**src/rtl/digit_serial_adder_pkg.sv**
```systemverilog
// rtl/digit_serial_adder_pkg.sv - shared types and sizing helpers for the digit-serial adder
package digit_serial_adder_pkg;

   typedef enum logic [1:0] {
      IDLE = 2'd0,
      RUN  = 2'd1,
      DONE = 2'd2
   } state_t;

   function automatic int ndig_of(input int width, input int digit);
      return width / digit;
   endfunction

   // A single-digit configuration still needs a 1-bit index register.
   function automatic int idx_width(input int ndig);
      return (ndig > 1) ? $clog2(ndig) : 1;
   endfunction

endpackage

```
**src/rtl/digit_serial_adder_rca_slice.sv**
```systemverilog
// rtl/digit_serial_adder_rca_slice.sv - DIGIT-bit combinational ripple-carry slice
module digit_serial_adder_rca_slice #(
   parameter int DIGIT = 4
) (
   input  logic [DIGIT-1:0] a_i,
   input  logic [DIGIT-1:0] b_i,
   input  logic             cin_i,
   output logic [DIGIT-1:0] sum_o,
   output logic             cout_o,
   output logic             c_msb_o
);

   logic [DIGIT:0] c;

   assign c[0] = cin_i;

   for (genvar i = 0; i < DIGIT; i++) begin : g_fa
      assign sum_o[i] = a_i[i] ^ b_i[i] ^ c[i];
      assign c[i+1]   = (a_i[i] & b_i[i]) | (c[i] & (a_i[i] ^ b_i[i]));
   end

   // Carry into the top bit is exposed so the caller can form signed overflow.
   assign cout_o  = c[DIGIT];
   assign c_msb_o = c[DIGIT-1];

endmodule

```
**src/rtl/digit_serial_adder.sv**
```systemverilog
// rtl/digit_serial_adder.sv - multi-cycle add/subtract, DIGIT bits per clock, LSB digit first
module digit_serial_adder
   import digit_serial_adder_pkg::*;
#(
   parameter int WIDTH = 16,
   parameter int DIGIT = 4
) (
   input  logic             clk,
   input  logic             rst,
   input  logic             in_valid,
   output logic             in_ready,
   input  logic [WIDTH-1:0] a,
   input  logic [WIDTH-1:0] b,
   input  logic             cin,
   input  logic             sub,
   output logic             out_valid,
   input  logic             out_ready,
   output logic [WIDTH-1:0] sum,
   output logic             cout,
   output logic             overflow
);

   localparam int NDIG = ndig_of(WIDTH, DIGIT);
   localparam int IW   = idx_width(NDIG);
   localparam logic [IW-1:0] LAST_IDX = IW'(NDIG - 1);

   state_t           state_q, state_d;
   logic [WIDTH-1:0] a_q, a_d, b_q, b_d, acc_q, acc_d;
   logic             carry_q, carry_d;
   logic [IW-1:0]    idx_q, idx_d;
   logic [WIDTH-1:0] sum_q, sum_d;
   logic             cout_q, cout_d, ovf_q, ovf_d, out_valid_q, out_valid_d;

   logic [DIGIT-1:0] slice_sum;
   logic             slice_cout, slice_c_msb;
   logic [WIDTH-1:0] a_shr, b_shr, res_next;

   digit_serial_adder_rca_slice #(.DIGIT(DIGIT)) u_slice (
      .a_i     (a_q[DIGIT-1:0]),
      .b_i     (b_q[DIGIT-1:0]),
      .cin_i   (carry_q),
      .sum_o   (slice_sum),
      .cout_o  (slice_cout),
      .c_msb_o (slice_c_msb)
   );

   // Operands shift down a digit per cycle; results enter the working register from the top.
   assign a_shr    = a_q >> DIGIT;
   assign b_shr    = b_q >> DIGIT;
   assign res_next = WIDTH'({slice_sum, acc_q} >> DIGIT);

   always_ff @(posedge clk) begin
      if (rst) begin
         state_q     <= IDLE;
         a_q         <= '0;
         b_q         <= '0;
         acc_q       <= '0;
         carry_q     <= 1'b0;
         idx_q       <= '0;
         sum_q       <= '0;
         cout_q      <= 1'b0;
         ovf_q       <= 1'b0;
         out_valid_q <= 1'b0;
      end else begin
         state_q     <= state_d;
         a_q         <= a_d;
         b_q         <= b_d;
         acc_q       <= acc_d;
         carry_q     <= carry_d;
         idx_q       <= idx_d;
         sum_q       <= sum_d;
         cout_q      <= cout_d;
         ovf_q       <= ovf_d;
         out_valid_q <= out_valid_d;
      end
   end

   always_comb begin
      state_d = state_q;
      case (state_q)
         IDLE:    if (in_valid)           state_d = RUN;
         RUN:     if (idx_q == LAST_IDX)  state_d = DONE;
         DONE:    if (out_ready)          state_d = IDLE;
         default:                         state_d = IDLE;
      endcase
   end

   always_comb begin
      a_d         = a_q;
      b_d         = b_q;
      acc_d       = acc_q;
      carry_d     = carry_q;
      idx_d       = idx_q;
      sum_d       = sum_q;
      cout_d      = cout_q;
      ovf_d       = ovf_q;
      out_valid_d = out_valid_q;
      case (state_q)
         IDLE: begin
            if (in_valid) begin
               // Subtraction is a + ~b + ~cin, so cout=1 means no borrow.
               a_d     = a;
               b_d     = sub ? ~b : b;
               carry_d = sub ? ~cin : cin;
               idx_d   = '0;
            end
         end
         RUN: begin
            a_d     = a_shr;
            b_d     = b_shr;
            acc_d   = res_next;
            carry_d = slice_cout;
            idx_d   = idx_q + 1'b1;
            if (idx_q == LAST_IDX) begin
               sum_d       = res_next;
               cout_d      = slice_cout;
               ovf_d       = slice_c_msb ^ slice_cout;
               out_valid_d = 1'b1;
            end
         end
         DONE: begin
            if (out_ready) out_valid_d = 1'b0;
         end
         default: ;
      endcase
   end

   assign in_ready  = (state_q == IDLE);
   assign out_valid = out_valid_q;
   assign sum       = sum_q;
   assign cout      = cout_q;
   assign overflow  = ovf_q;

endmodule

```
**config.mk**
```make
export PLATFORM = sky130hd
export DESIGN_NAME = digit_serial_adder
export DESIGN_NICKNAME = d
export VERILOG_FILES = /design/src/rtl/digit_serial_adder_pkg.sv /design/src/rtl/digit_serial_adder_rca_slice.sv /design/src/rtl/digit_serial_adder.sv
export SDC_FILE = /design/constraint.sdc
export NUM_CORES = 1
export LEC_CHECK = 0
export ABC_AREA = 0
export BUFFER_PORTS_ARGS = -buffer_cell sky130_fd_sc_hd__buf_2
export CAP_MARGIN = 40
export CORE_ASPECT_RATIO = 1.25
export CORE_MARGIN = 8
export CORE_UTILIZATION = 45
export CTS_CLUSTER_DIAMETER = 80
export DETAILED_ROUTE_END_ITERATION = 10
export PLACE_DENSITY = 0.67
export SYNTH_ARGS = -nofsm -noshare
export SYNTH_HDL_FRONTEND = slang
export SYNTH_HIERARCHICAL = 1
export SYNTH_SLANG_ARGS = --single-unit
export TNS_END_PERCENT = 100
```
**constraint.sdc**
```tcl
create_clock -name clk -period 5.7 [get_ports clk]
set_clock_uncertainty 0.1 [all_clocks]
set_input_delay 0.855 -clock clk [delete_from_list [all_inputs] [get_ports clk]]
set_output_delay 0.855 -clock clk [all_outputs]
set_load 0.02 [all_outputs]
```
==> impl_metrics.prom, run 1 <==
# TYPE chip_impl_metric gauge
chip_impl_metric{name="power.leakage",unit="uW"} 0.00134
chip_impl_info{name="rsz0062_at_grt",value="no"} 1
chip_impl_metric{name="cts_hold_buf",unit=""} 0
chip_impl_info{name="tritoncts",value="done"} 1
chip_impl_metric{name="boundaryPins",unit=""} 58
chip_impl_metric{name="remaining_antenna_violation_count",unit=""} 0
chip_impl_metric{name="clock-sinks",unit=""} 68
chip_impl_metric{name="detailedPlacementHpwl",unit="mm"} 4.47
chip_impl_metric{name="maxSlewHeadroom",unit="%"} 44.4
chip_impl_metric{name="grt-ovfl-total",unit=""} 0
chip_impl_metric{name="combPwrFrac",unit="%"} 11.2
chip_impl_metric{name="placement.setup.worst_slack",unit="ps"} 3080
chip_impl_metric{name="post_synth.cell_area_avg",unit="um^2"} 8.72
chip_impl_metric{name="hold_viol_final",unit=""} 0
chip_impl_metric{name="htree_levels",unit=""} 3
chip_impl_metric{name="grt_util_met1",unit="%"} 15.9
chip_impl_info{name="synth_flop_cell",value="dfxtp_1"} 1
chip_impl_metric{name="netlist.area_leader.share",unit="%"} 47.7
chip_impl_metric{name="gpl.final_weighted_congestion",unit=""} 0.730
chip_impl_info{name="clockRootBuffer",value="clkbuf_8"} 1
chip_impl_metric{name="nNetsFinal",unit=""} 416
chip_impl_info{name="setup.worst_path.end_class",value="register"} 1
chip_impl_metric{name="max-vdd-ir-drop",unit="uV"} 150
chip_impl_info{name="largest_family_of_logic_cells_by_synthesized_area",value="compound AO/OA/AOI/OAI gates"} 1
chip_impl_metric{name="final-max-slew-violation-count",unit=""} 0
chip_impl_metric{name="floorplan.rows",unit=""} 32
chip_impl_metric{name="synth-adder-area-share",unit="%"} 3.25
chip_impl_metric{name="cts.clk_slew.worst_paths",unit="ps"} 70
chip_impl_metric{name="initial_antenna_violation_count",unit=""} 0
chip_impl_metric{name="p_per_area",unit="nW/um^2"} 305
chip_impl_metric{name="switching_share",unit="%"} 24.1
chip_impl_metric{name="drc",unit=""} 0
chip_impl_metric{name="power.clock.fraction",unit="%"} 37.9
chip_impl_info{name="yosys-top-cells-area",value="dfxtp_1 (48%), nand2_1 (7.8%), nor2_1 (6.5%)"} 1
chip_impl_metric{name="routed_via_density",unit=""} 5.05
chip_impl_metric{name="via_count",unit=""} 2326
chip_impl_metric{name="post-route-min-period",unit="ps"} 2380
chip_impl_metric{name="syn-num-nets",unit=""} 370
chip_impl_metric{name="critPathMaxFanout",unit=""} 22
chip_impl_metric{name="setup_viol",unit=""} 0
chip_impl_metric{name="core_region_area",unit="um^2"} 6170
chip_impl_metric{name="power_report.internal_total",unit="uW"} 773
chip_impl_metric{name="synth-xor-area-share",unit="%"} 5.53
chip_impl_metric{name="syn_area",unit="um^2"} 2850
chip_impl_metric{name="finalWirelength",unit="mm"} 6.11
chip_impl_info{name="grt-busiest-layer",value="met2"} 1
chip_impl_metric{name="synth_seq_cells",unit=""} 68
chip_impl_metric{name="syn_to_final_growth",unit="%"} 17.3
chip_impl_metric{name="global_route.usage.met2",unit="%"} 23.2
chip_impl_metric{name="clockBufferDepth",unit=""} 2
chip_impl_metric{name="synth_async_sr_flop_share",unit="%"} 0
chip_impl_metric{name="sum_neg_setup_slack",unit="ps"} 0
chip_impl_metric{name="p_seq_share",unit="%"} 50.9
chip_impl_info{name="setup.worst_path.class",value="register to register"} 1
chip_impl_info{name="synthDominantAreaCellType",value="dfxtp_1"} 1
chip_impl_metric{name="cts-buffers-inserted",unit=""} 9
chip_impl_metric{name="groute.layer.met3.usage",unit="%"} 5.02
chip_impl_metric{name="wire_per_inst",unit="um"} 13.3
chip_impl_metric{name="grt_first_pass_wirelength",unit="mm"} 10.3
chip_impl_metric{name="chipWidth",unit="um"} 87.2
chip_impl_metric{name="synthSimpleGateAreaFrac",unit="%"} 16.8
chip_impl_metric{name="muxShareOfSynthArea",unit="%"} 0
chip_impl_metric{name="total_die_area",unit="um^2"} 9160
chip_impl_metric{name="floorplan_die_height",unit="um"} 105
chip_impl_metric{name="synth_cell_type_count",unit=""} 32
chip_impl_metric{name="postCtsSetupBuffers",unit=""} 0
chip_impl_metric{name="globalRouteTotalUtil",unit="%"} 14.0
chip_impl_metric{name="fillers",unit=""} 656
chip_impl_metric{name="vias_in_the_first_global_route",unit=""} 2338
chip_impl_metric{name="dr.pass1.iters",unit=""} 4
chip_impl_metric{name="grt_start_max_net_pins",unit=""} 32
chip_impl_metric{name="post_cts_resize_count",unit=""} 0
chip_impl_metric{name="clock_insertion_delay_worst_skew",unit="ps"} 330
chip_impl_metric{name="initial_core_util",unit="%"} 46.2
chip_impl_metric{name="fin_worst_hold_slack",unit="ps"} 350
chip_impl_metric{name="worst_r2r_path_depth",unit=""} 3
chip_impl_metric{name="insertedDiodeCount",unit=""} 0
chip_impl_metric{name="multi_input_comb_area",unit="um^2"} 1330
chip_impl_metric{name="number_of_synthesized_flops_with_an_enable_pin",unit=""} 0
chip_impl_info{name="worstHoldPathType",value="register to register"} 1
chip_impl_info{name="outcome",value="finished clean"} 1
chip_impl_info{name="worst_setup_path_start_kind",value="register"} 1
chip_impl_metric{name="hold_depth",unit=""} 2
chip_impl_metric{name="yosysWarningCount",unit=""} 6
chip_impl_metric{name="final_min_period_over_clock_period",unit="%"} 41.8
chip_impl_metric{name="final_layout_size_suffix_gt1_share",unit="%"} 21.8
chip_impl_metric{name="critical_path_arrival",unit="ps"} 2560
chip_impl_metric{name="timing.max_cap.violations",unit=""} 0
chip_impl_metric{name="synth-seq-area-share",unit="%"} 47.7
chip_impl_metric{name="layout.area.seq",unit="um^2"} 1360
chip_impl_metric{name="post_synthesis_compound_gate_area_fraction",unit="%"} 20.9
chip_impl_metric{name="port-buffer-count",unit=""} 57
chip_impl_metric{name="worst-slew-pin-transition",unit="ps"} 831
chip_impl_metric{name="cp_data_required_time",unit="ps"} 5880
chip_impl_metric{name="net-switching-power",unit="uW"} 246
chip_impl_metric{name="fin_ws",unit="ps"} 3320
chip_impl_metric{name="synthCells",unit=""} 327
chip_impl_metric{name="max_freq",unit="GHz"} 0.420
chip_impl_metric{name="dr.first_iter.drc_count",unit=""} 107
-- path summary, 6_finish.rpt --
path / from / end / slack, ps
setup reg to reg: state_q[0] / b_q[9] / 3320
hold reg to reg: sum[3] / sum[3] / 350
hold / removal: sum[3] / sum[3] / 350
setup / recovery: state_q[0] / b_q[9] / 3320
-- power groups by stage --
| stage | clock (uW) | sequential (uW) | combinational [uW] |
|---|---|---|---|
| floorplan | 0 | 522 | 88.6 |
| global placement | 0 | 529 | 110 |
| detailed placement | 0 | 530 | 116 |
| CTS | 396 | 519 | 116 |
| global route | 418 | 522 | 129 |
| finish | 386 | 519 | 114 |
-- cell usage after synthesis (all sizes together) (3+ instances only) --
master,instances
dfxtp,68
nand2,59
nor2,49
a21oi,32
buf,16
xnor2,15
a211oi,14
a221o,13
inv,11
a22oi,8
clkbuf,8
o2bb2ai,8
fa,4
o22ai,4
nand2b,3
xor2,3
-- cell type report --
class                   count  share of cell area, %
flip-flops and latches     68                   40.7
clock buffers              12                   4.64
repair buffers             59                   9.57
multi-input cells         224                   39.6
well taps                  85                   3.18
inverters                  11                   1.23
clock inverters             2                   1.05
-- sequential cells by signal, indices dropped and copies added, names as in the netlist --
signal	cells
sum	16
idx_q	2
state_q	2
b_q	16
a_q	16
cout	1
overflow	1
acc_q	12
carry_q	1
out_valid	1
-- stage by stage --
step | cells | cell area (um^2) | total power, uW | util, %
after floorplan | 327 | 2850 | 611 | -
after global placement | 445 | 3120 | 639 | 50.6
after CTS | 461 | 3350 | 1030 | 54.3
after detailed placement | 447 | 3160 | 646 | 51.2
final | 461 | 3350 | 1020 | 54.3
after global routing | 461 | 3350 | 1070 | 54.3
-- kinds of logic (layout without fill, tap and decap cells) --
logic type	count (synthesis)	after routing
buffers and inverters	35	84
and+or+nand+nor	118	118
DFF	68	68
adders and majority gates	5	5
xor gates and xnor gates	18	18
AOI/OAI and AO/OA	83	83
-- critical path, stage by stage, from the launching register on --
cell and delay (ps):
dfxtp_1 750, nand2b_1 450, nor2_1 760, a221o_2 280
-- layout by cell type, fill, tap and decap left out, types with 3 or more instances in the layout --
| master | Yosys | routed |
|---|---|---|
| nor2_1 | 49 | 49 |
| a211oi_1 | 14 | 14 |
| a22oi_1 | 8 | 8 |
| a221o_2 | 8 | 8 |
| xor2_1 | 3 | 3 |
| o2bb2ai_1 | 8 | 8 |
| xnor2_1 | 15 | 15 |
| nand2_1 | 59 | 59 |
| nand2b_1 | 3 | 3 |
| o22ai_1 | 4 | 4 |
| clkbuf_8 | 0 | 11 |
| a221o_1 | 5 | 5 |
| inv_1 | 11 | 11 |
| buf_2 | 11 | 57 |
| fa_1 | 4 | 4 |
| dfxtp_1 | 68 | 68 |
| a21oi_1 | 32 | 32 |
-- per-layer routing --
layer	wire length [um]	up-vias
li1	-	1204
met1	2690	1065
met2	3010	50
met3	330	7
met4	79	0
met5	0	-
(Power assumes the default switching activity.)
==> run 2, diff against run 1 <==
==> constraint.sdc (replaced) <==
create_clock -name clk -period 2.37 [get_ports clk]
set_clock_uncertainty 0.1 [all_clocks]
set_input_delay 0.3555 -clock clk [delete_from_list [all_inputs] [get_ports clk]]
set_output_delay 0.3555 -clock clk [all_outputs]
set_load 0.02 [all_outputs]
==> run 2 against run 1 <==
Against the previous run: first-iteration DRC count fell by 25%; count of clock-buffer cells in the layout rose by 2; cell count is 1.3% higher; maximum frequency up 3.8%; power grew 130%; sequential power increased by 140%; critical path depth rose by 5; largest cell class unchanged; critical endpoint is now sum[15]; flip-flop and latch count unchanged.
==> impl_metrics.prom, run 2 (same netlist as run 1, synthesis figures left out) <==
# TYPE chip_impl_metric gauge
chip_impl_metric{name="final_core_utilization",unit="%"} 54.0
chip_impl_metric{name="floorplan_die_height",unit="um"} 105
chip_impl_metric{name="boundaryPins",unit=""} 58
chip_impl_metric{name="timing.max_cap.violations",unit=""} 0
chip_impl_metric{name="nNetsFinal",unit=""} 420
chip_impl_info{name="outcome",value="finished clean"} 1
chip_impl_info{name="layout_commonest_cell",value="dfxtp_1"} 1
chip_impl_metric{name="port-buffer-count",unit=""} 57
chip_impl_info{name="cell_type_with_the_highest_occurrence_count_on_the_critical_path",value="fa_1"} 1
chip_impl_metric{name="grt_start_max_net_pins",unit=""} 54
chip_impl_metric{name="sum_neg_setup_slack",unit="ps"} 0
chip_impl_metric{name="fin_ws",unit="ps"} 74.5
chip_impl_metric{name="initial_antenna_violation_count",unit=""} 0
chip_impl_metric{name="critical_path_arrival",unit="ps"} 2390
chip_impl_info{name="mostFrequentLayoutCells",value="dfxtp_1 (66), nand2_1 (59), buf_2 (57)"} 1
chip_impl_metric{name="cp_data_required_time",unit="ps"} 2470
chip_impl_metric{name="p_per_area",unit="nW/um^2"} 704
chip_impl_metric{name="finalWirelength",unit="mm"} 6.42
chip_impl_info{name="worstHoldPathType",value="input pin to register"} 1
chip_impl_metric{name="clock-sinks",unit=""} 68
chip_impl_metric{name="remaining_antenna_violation_count",unit=""} 0
chip_impl_metric{name="total_die_area",unit="um^2"} 9160
chip_impl_metric{name="gpl.final_weighted_congestion",unit=""} 0.751
chip_impl_metric{name="dr.first_iter.drc_count",unit=""} 80
chip_impl_metric{name="dr.pass1.iters",unit=""} 4
chip_impl_metric{name="post-route-min-period",unit="ps"} 2300
chip_impl_metric{name="grt-ovfl-total",unit=""} 0
chip_impl_metric{name="initial_core_util",unit="%"} 46.2
chip_impl_metric{name="cts-buffers-inserted",unit=""} 9
chip_impl_info{name="clockRootBuffer",value="clkbuf_8"} 1
chip_impl_metric{name="vias_in_the_first_global_route",unit=""} 2335
chip_impl_metric{name="final-max-slew-violation-count",unit=""} 0
chip_impl_info{name="worst_setup_path_start_kind",value="register"} 1
chip_impl_info{name="worstPathCellList",value="fa_1 -> inv_1 -> fa_1 -> fa_1 -> inv_1 -> fa_1 -> nand2_1 -> a21oi_1"} 1
chip_impl_metric{name="worst-slew-pin-transition",unit="ps"} 826
chip_impl_metric{name="maxSlewHeadroom",unit="%"} 44.7
chip_impl_metric{name="core_region_area",unit="um^2"} 6170
chip_impl_metric{name="wire_per_inst",unit="um"} 13.7
chip_impl_metric{name="insertedDiodeCount",unit=""} 0
chip_impl_metric{name="fillers",unit=""} 639
chip_impl_metric{name="clockBufferDepth",unit=""} 2
chip_impl_metric{name="cts.clk_slew.worst_paths",unit="ps"} 70
chip_impl_metric{name="setup_viol",unit=""} 0
chip_impl_metric{name="detailedPlacementHpwl",unit="mm"} 4.55
chip_impl_metric{name="htree_levels",unit=""} 3
chip_impl_metric{name="floorplan.rows",unit=""} 32
chip_impl_info{name="tritoncts",value="done"} 1
chip_impl_metric{name="via_count",unit=""} 2375
chip_impl_metric{name="max-vdd-ir-drop",unit="uV"} 481
chip_impl_metric{name="placement.setup.worst_slack",unit="ps"} 62.8
chip_impl_metric{name="max_freq",unit="GHz"} 0.436
chip_impl_metric{name="fin_worst_hold_slack",unit="ps"} 165
chip_impl_metric{name="final_min_period_over_clock_period",unit="%"} 96.9
chip_impl_metric{name="multi_input_comb_area",unit="um^2"} 1330
chip_impl_metric{name="drc",unit=""} 0
chip_impl_info{name="cp_slowest_cell",value="fa_1"} 1
chip_impl_metric{name="design_power_total",unit="uW"} 2340
chip_impl_metric{name="syn_to_final_growth",unit="%"} 16.8
chip_impl_metric{name="chipWidth",unit="um"} 87.2
chip_impl_metric{name="clock_insertion_delay_worst_skew",unit="ps"} 340
chip_impl_info{name="setup.worst_path.end_class",value="register"} 1
chip_impl_metric{name="globalRouteTotalUtil",unit="%"} 14.8
chip_impl_metric{name="cpPeakStageDelay",unit="ps"} 440
chip_impl_metric{name="final_layout_size_suffix_gt1_share",unit="%"} 22.8
chip_impl_info{name="setup.worst_path.class",value="register to register"} 1
chip_impl_info{name="rsz0062_at_grt",value="no"} 1
chip_impl_metric{name="power.leakage",unit="uW"} 0.00134
chip_impl_metric{name="routed_via_density",unit=""} 5.09
chip_impl_metric{name="critPathMaxFanout",unit=""} 2
chip_impl_metric{name="hold_viol_final",unit=""} 0
chip_impl_metric{name="grt_first_pass_wirelength",unit="mm"} 10.8
chip_impl_metric{name="postCtsSetupBuffers",unit=""} 0
chip_impl_metric{name="layout.area.seq",unit="um^2"} 1360
run 2: cell count changes in the layout (fill, tap and decap cells not counted), sizes merged:
cell,change
clkinv,+1
clkbuf,+2
bufinv,-1
buf,+4
run 2: what timing repair did:
action,CTS,global route
resized for setup,0,2
hold buffers,0,0
setup endpoints to repair,0,2
run 2: path summary, 6_finish.rpt:
check	startpoint	to	slack, ps	depth (start not counted)
setup / recovery	carry_q	sum[15]	70	8
hold / removal	a[14]	a_q[14]	170	3
setup reg to reg	carry_q	sum[15]	70	8
hold reg to reg	sum[6]	sum[6]	350	2
run 2: per-layer routing:
| layer | share of wire, % | routed length, um | vias to the layer above | track usage, % |
|---|---|---|---|---|
| met2 | 50 | 3190 | 56 | 24.2 |
| met1 | 44 | 2800 | 1092 | 17.3 |
| li1 | - | - | 1216 | - |
| met5 | 0 | 0 | - | 0 |
| met4 | 2.0 | 130 | 0 | 8.14 |
| met3 | 4.6 | 293 | 11 | 3.37 |
run 2: critical path: cells and delay by family (launching register included):
family | cells | cell delay, ps
flip-flops | 1 | 350
AO/OA/AOI/OAI | 1 | 70
buffers and inverters | 2 | 160
AND/OR/NAND/NOR | 1 | 80
adder cells (fa/ha/maj) | 4 | 1400
run 2: cell type report:
type	count	area share [%]
Clock buffer	14	4.58
Sequential cell	68	40.9
Multi-Input combinational cell	224	39.8
Tap cell	85	3.19
Clock inverter	2	0.301
Inverter	11	1.24
Timing Repair Buffer	63	9.92
run 2: power breakdown:
part           total, uW  internal, uW  switching, uW
sequential          1250          1200           41.9
clock                811           407            405
combinational        287           129            158
total               2340          1740            605
run 2: stage by stage:
step | cells | instance area, um^2
2_1_floorplan | 327 | 2850
3_3_place_gp | 451 | 3170
3_5_place_dp | 451 | 3170
4_1_cts | 467 | 3330
5_1_grt | 467 | 3330
6_report | 467 | 3330
==> run 3, diff against run 2 <==
--- a/config.mk
+++ b/config.mk
@@ -10,10 +10,11 @@
 export CAP_MARGIN = 40
 export CORE_ASPECT_RATIO = 1.25
 export CORE_MARGIN = 8
-export CORE_UTILIZATION = 45
+export CORE_UTILIZATION = 54
+export CTS_BUF_LIST = sky130_fd_sc_hd__clkbuf_16
 export CTS_CLUSTER_DIAMETER = 80
 export DETAILED_ROUTE_END_ITERATION = 10
-export PLACE_DENSITY = 0.67
+export PLACE_DENSITY = 0.79
 export SYNTH_ARGS = -nofsm -noshare
 export SYNTH_HDL_FRONTEND = slang
 export SYNTH_HIERARCHICAL = 1
==> run 3 against run 2 <==
Against the previous run: sequential power hardly changed; combinational power hardly changed; non-clock buffer count is 2 higher; critical path depth stayed put; hold slack better by 11 ps; maximum frequency is 1.0% lower; flip-flop and latch count stayed put; power is 28% higher; global-route usage is 1.9 points higher; clock power is 81% higher; highest routed layer unchanged.
==> impl_metrics.prom, run 3 (same netlist as run 1, synthesis figures left out) <==
# TYPE chip_impl_metric gauge
chip_impl_info{name="outcome",value="finished clean"} 1
chip_impl_metric{name="initial_core_util",unit="%"} 56.1
chip_impl_metric{name="worst-slew-pin-transition",unit="ps"} 849
chip_impl_metric{name="max-vdd-ir-drop",unit="uV"} 506
chip_impl_metric{name="critPathMaxFanout",unit=""} 3
chip_impl_metric{name="grt_first_pass_wirelength",unit="mm"} 10.4
chip_impl_metric{name="dr.pass1.iters",unit=""} 5
chip_impl_info{name="setup.worst_path.class",value="register to register"} 1
chip_impl_metric{name="grt-ovfl-total",unit=""} 0
chip_impl_metric{name="layout.cells.non_filler",unit=""} 445
chip_impl_metric{name="cts_hold_buf",unit=""} 0
chip_impl_metric{name="grt_start_max_net_pins",unit=""} 33
chip_impl_metric{name="floorplan.rows",unit=""} 29
chip_impl_metric{name="placement.setup.worst_slack",unit="ps"} 123
chip_impl_info{name="setup.worst_path.end_class",value="register"} 1
chip_impl_info{name="cp_slowest_cell",value="fa_1"} 1
chip_impl_metric{name="final-max-slew-violation-count",unit=""} 0
chip_impl_metric{name="final_layout_size_suffix_gt1_share",unit="%"} 23.2
chip_impl_info{name="mostFrequentLayoutCells",value="dfxtp_1 (67), nand2_1 (59), buf_2 (57)"} 1
chip_impl_metric{name="cp_data_required_time",unit="ps"} 2510
chip_impl_metric{name="core_region_area",unit="um^2"} 5080
chip_impl_metric{name="critical_path_arrival",unit="ps"} 2460
chip_impl_metric{name="final_min_period_over_clock_period",unit="%"} 97.8
chip_impl_metric{name="place_inst",unit=""} 430
chip_impl_metric{name="cts-buffers-inserted",unit=""} 9
chip_impl_metric{name="detailedPlacementHpwl",unit="mm"} 4.38
chip_impl_metric{name="wire_per_inst",unit="um"} 14.5
chip_impl_metric{name="dr.first_iter.drc_count",unit=""} 172
chip_impl_metric{name="maxSlewHeadroom",unit="%"} 43.2
chip_impl_metric{name="fin_worst_hold_slack",unit="ps"} 177
chip_impl_metric{name="cpPeakStageDelay",unit="ps"} 440
chip_impl_metric{name="p_per_area",unit="nW/um^2"} 864
chip_impl_metric{name="clockBufferDepth",unit=""} 2
chip_impl_metric{name="routed_via_density",unit=""} 5.40
chip_impl_metric{name="gpl.final_weighted_congestion",unit=""} 0.863
chip_impl_metric{name="via_count",unit=""} 2401
chip_impl_metric{name="hold_viol_final",unit=""} 0
chip_impl_metric{name="syn_to_final_growth",unit="%"} 22.2
chip_impl_metric{name="port-buffer-count",unit=""} 57
chip_impl_metric{name="multi_input_comb_area",unit="um^2"} 1330
chip_impl_info{name="min-delay-start",value="a[15]"} 1
chip_impl_metric{name="sum_neg_setup_slack",unit="ps"} 0
chip_impl_info{name="cell_type_with_the_highest_occurrence_count_on_the_critical_path",value="fa_1"} 1
chip_impl_metric{name="layout.area.seq",unit="um^2"} 1360
chip_impl_metric{name="post-route-min-period",unit="ps"} 2320
chip_impl_metric{name="postCtsSetupBuffers",unit=""} 0
chip_impl_metric{name="chipWidth",unit="um"} 81.0
chip_impl_metric{name="cts.clk_slew.worst_paths",unit="ps"} 50
chip_impl_metric{name="vias_in_the_first_global_route",unit=""} 2249
chip_impl_info{name="worstHoldPathType",value="input pin to register"} 1
chip_impl_metric{name="boundaryPins",unit=""} 58
chip_impl_metric{name="insertedDiodeCount",unit=""} 0
chip_impl_metric{name="post_cts_resize_count",unit=""} 0
chip_impl_metric{name="fillers",unit=""} 434
chip_impl_metric{name="clock-sinks",unit=""} 68
chip_impl_info{name="clockRootBuffer",value="clkbuf_16"} 1
chip_impl_metric{name="cp_num_buf_inv",unit=""} 2
chip_impl_metric{name="finalWirelength",unit="mm"} 6.44
chip_impl_metric{name="drc",unit=""} 0
chip_impl_metric{name="power.leakage",unit="uW"} 0.00142
chip_impl_info{name="tritoncts",value="done"} 1
chip_impl_metric{name="total_die_area",unit="um^2"} 7880
chip_impl_info{name="cp_top_family",value="adder cells"} 1
chip_impl_metric{name="timing.max_cap.violations",unit=""} 0
chip_impl_metric{name="nNetsFinal",unit=""} 422
chip_impl_info{name="layout_commonest_cell",value="dfxtp_1"} 1
chip_impl_info{name="crit_start",value="a_q[0]"} 1
chip_impl_metric{name="floorplan_die_height",unit="um"} 97.2
chip_impl_metric{name="fin_ws",unit="ps"} 51.2
chip_impl_metric{name="setup_viol",unit=""} 0
chip_impl_metric{name="design_power_total",unit="uW"} 3010
chip_impl_metric{name="htree_levels",unit=""} 3
chip_impl_info{name="regToRegStartpoint",value="a_q[0]"} 1
chip_impl_info{name="worst_setup_path_start_kind",value="register"} 1
chip_impl_metric{name="clock_insertion_delay_worst_skew",unit="ps"} 330
chip_impl_info{name="worstPathCellList",value="fa_1 -> inv_1 -> fa_1 -> fa_1 -> inv_1 -> fa_1 -> xnor2_1 -> a211oi_1"} 1
chip_impl_metric{name="globalRouteTotalUtil",unit="%"} 16.6
chip_impl_metric{name="remaining_antenna_violation_count",unit=""} 0
chip_impl_metric{name="initial_antenna_violation_count",unit=""} 0
chip_impl_metric{name="max_freq",unit="GHz"} 0.431
run 3: cell count changes in the layout (fill, tap and decap cells not counted), sizes merged:
cell and change:
clkbuf -5, bufinv +3, buf +2, clkinv -1, clkinvlp +1, inv +1
run 3: area by class of cell:
class	count	area share [%]
Tap cell	62	2.23
Sequential cell	68	39.1
Multi-Input combinational cell	224	38.1
Inverter	11	1.19
Clock buffer	9	6.47
Timing Repair Buffer	65	9.91
Clock inverter	6	3.02
run 3: stage by stage:
stage	util, %	instance area [um^2]
global placement	62.0	3150
global route	68.6	3480
finish	68.6	3480
floorplan	-	2850
detailed placement	62.0	3150
CTS	68.5	3480
run 3: power by group:
group	total (uW)	switching [uW]	internal, uW	leakage, uW
sequential	1250	39.7	1210	0.000555
clock	1470	461	1010	0.000160
combinational	289	159	130	0.000709
total	3010	660	2350	0.00142
run 3: path summary, 6_finish.rpt:
| kind | slack (ps) | cells past startpoint | to |
|---|---|---|---|
| max reg2reg | 50 | 8 | overflow |
| min reg2reg | 350 | 2 | sum[1] |
| max | 50 | 8 | overflow |
| min | 180 | 3 | a_q[15] |
run 3: worst min-delay path, delay by kind of cell:
family,cells,cell delay (ps)
AOI/OAI and AO/OA,1,60
and+or+nand+nor,1,70
buffers and inverters,1,80
run 3: routing by layer:
| metal | GRT usage (%) | routed length, um | part of all wire (%) |
|---|---|---|---|
| met4 | 9.52 | 138 | 2.1 |
| met5 | 0 | 0 | 0 |
| met3 | 4.26 | 342 | 5.3 |
| met1 | 18.8 | 2660 | 41 |
| met2 | 27.1 | 3290 | 51 |
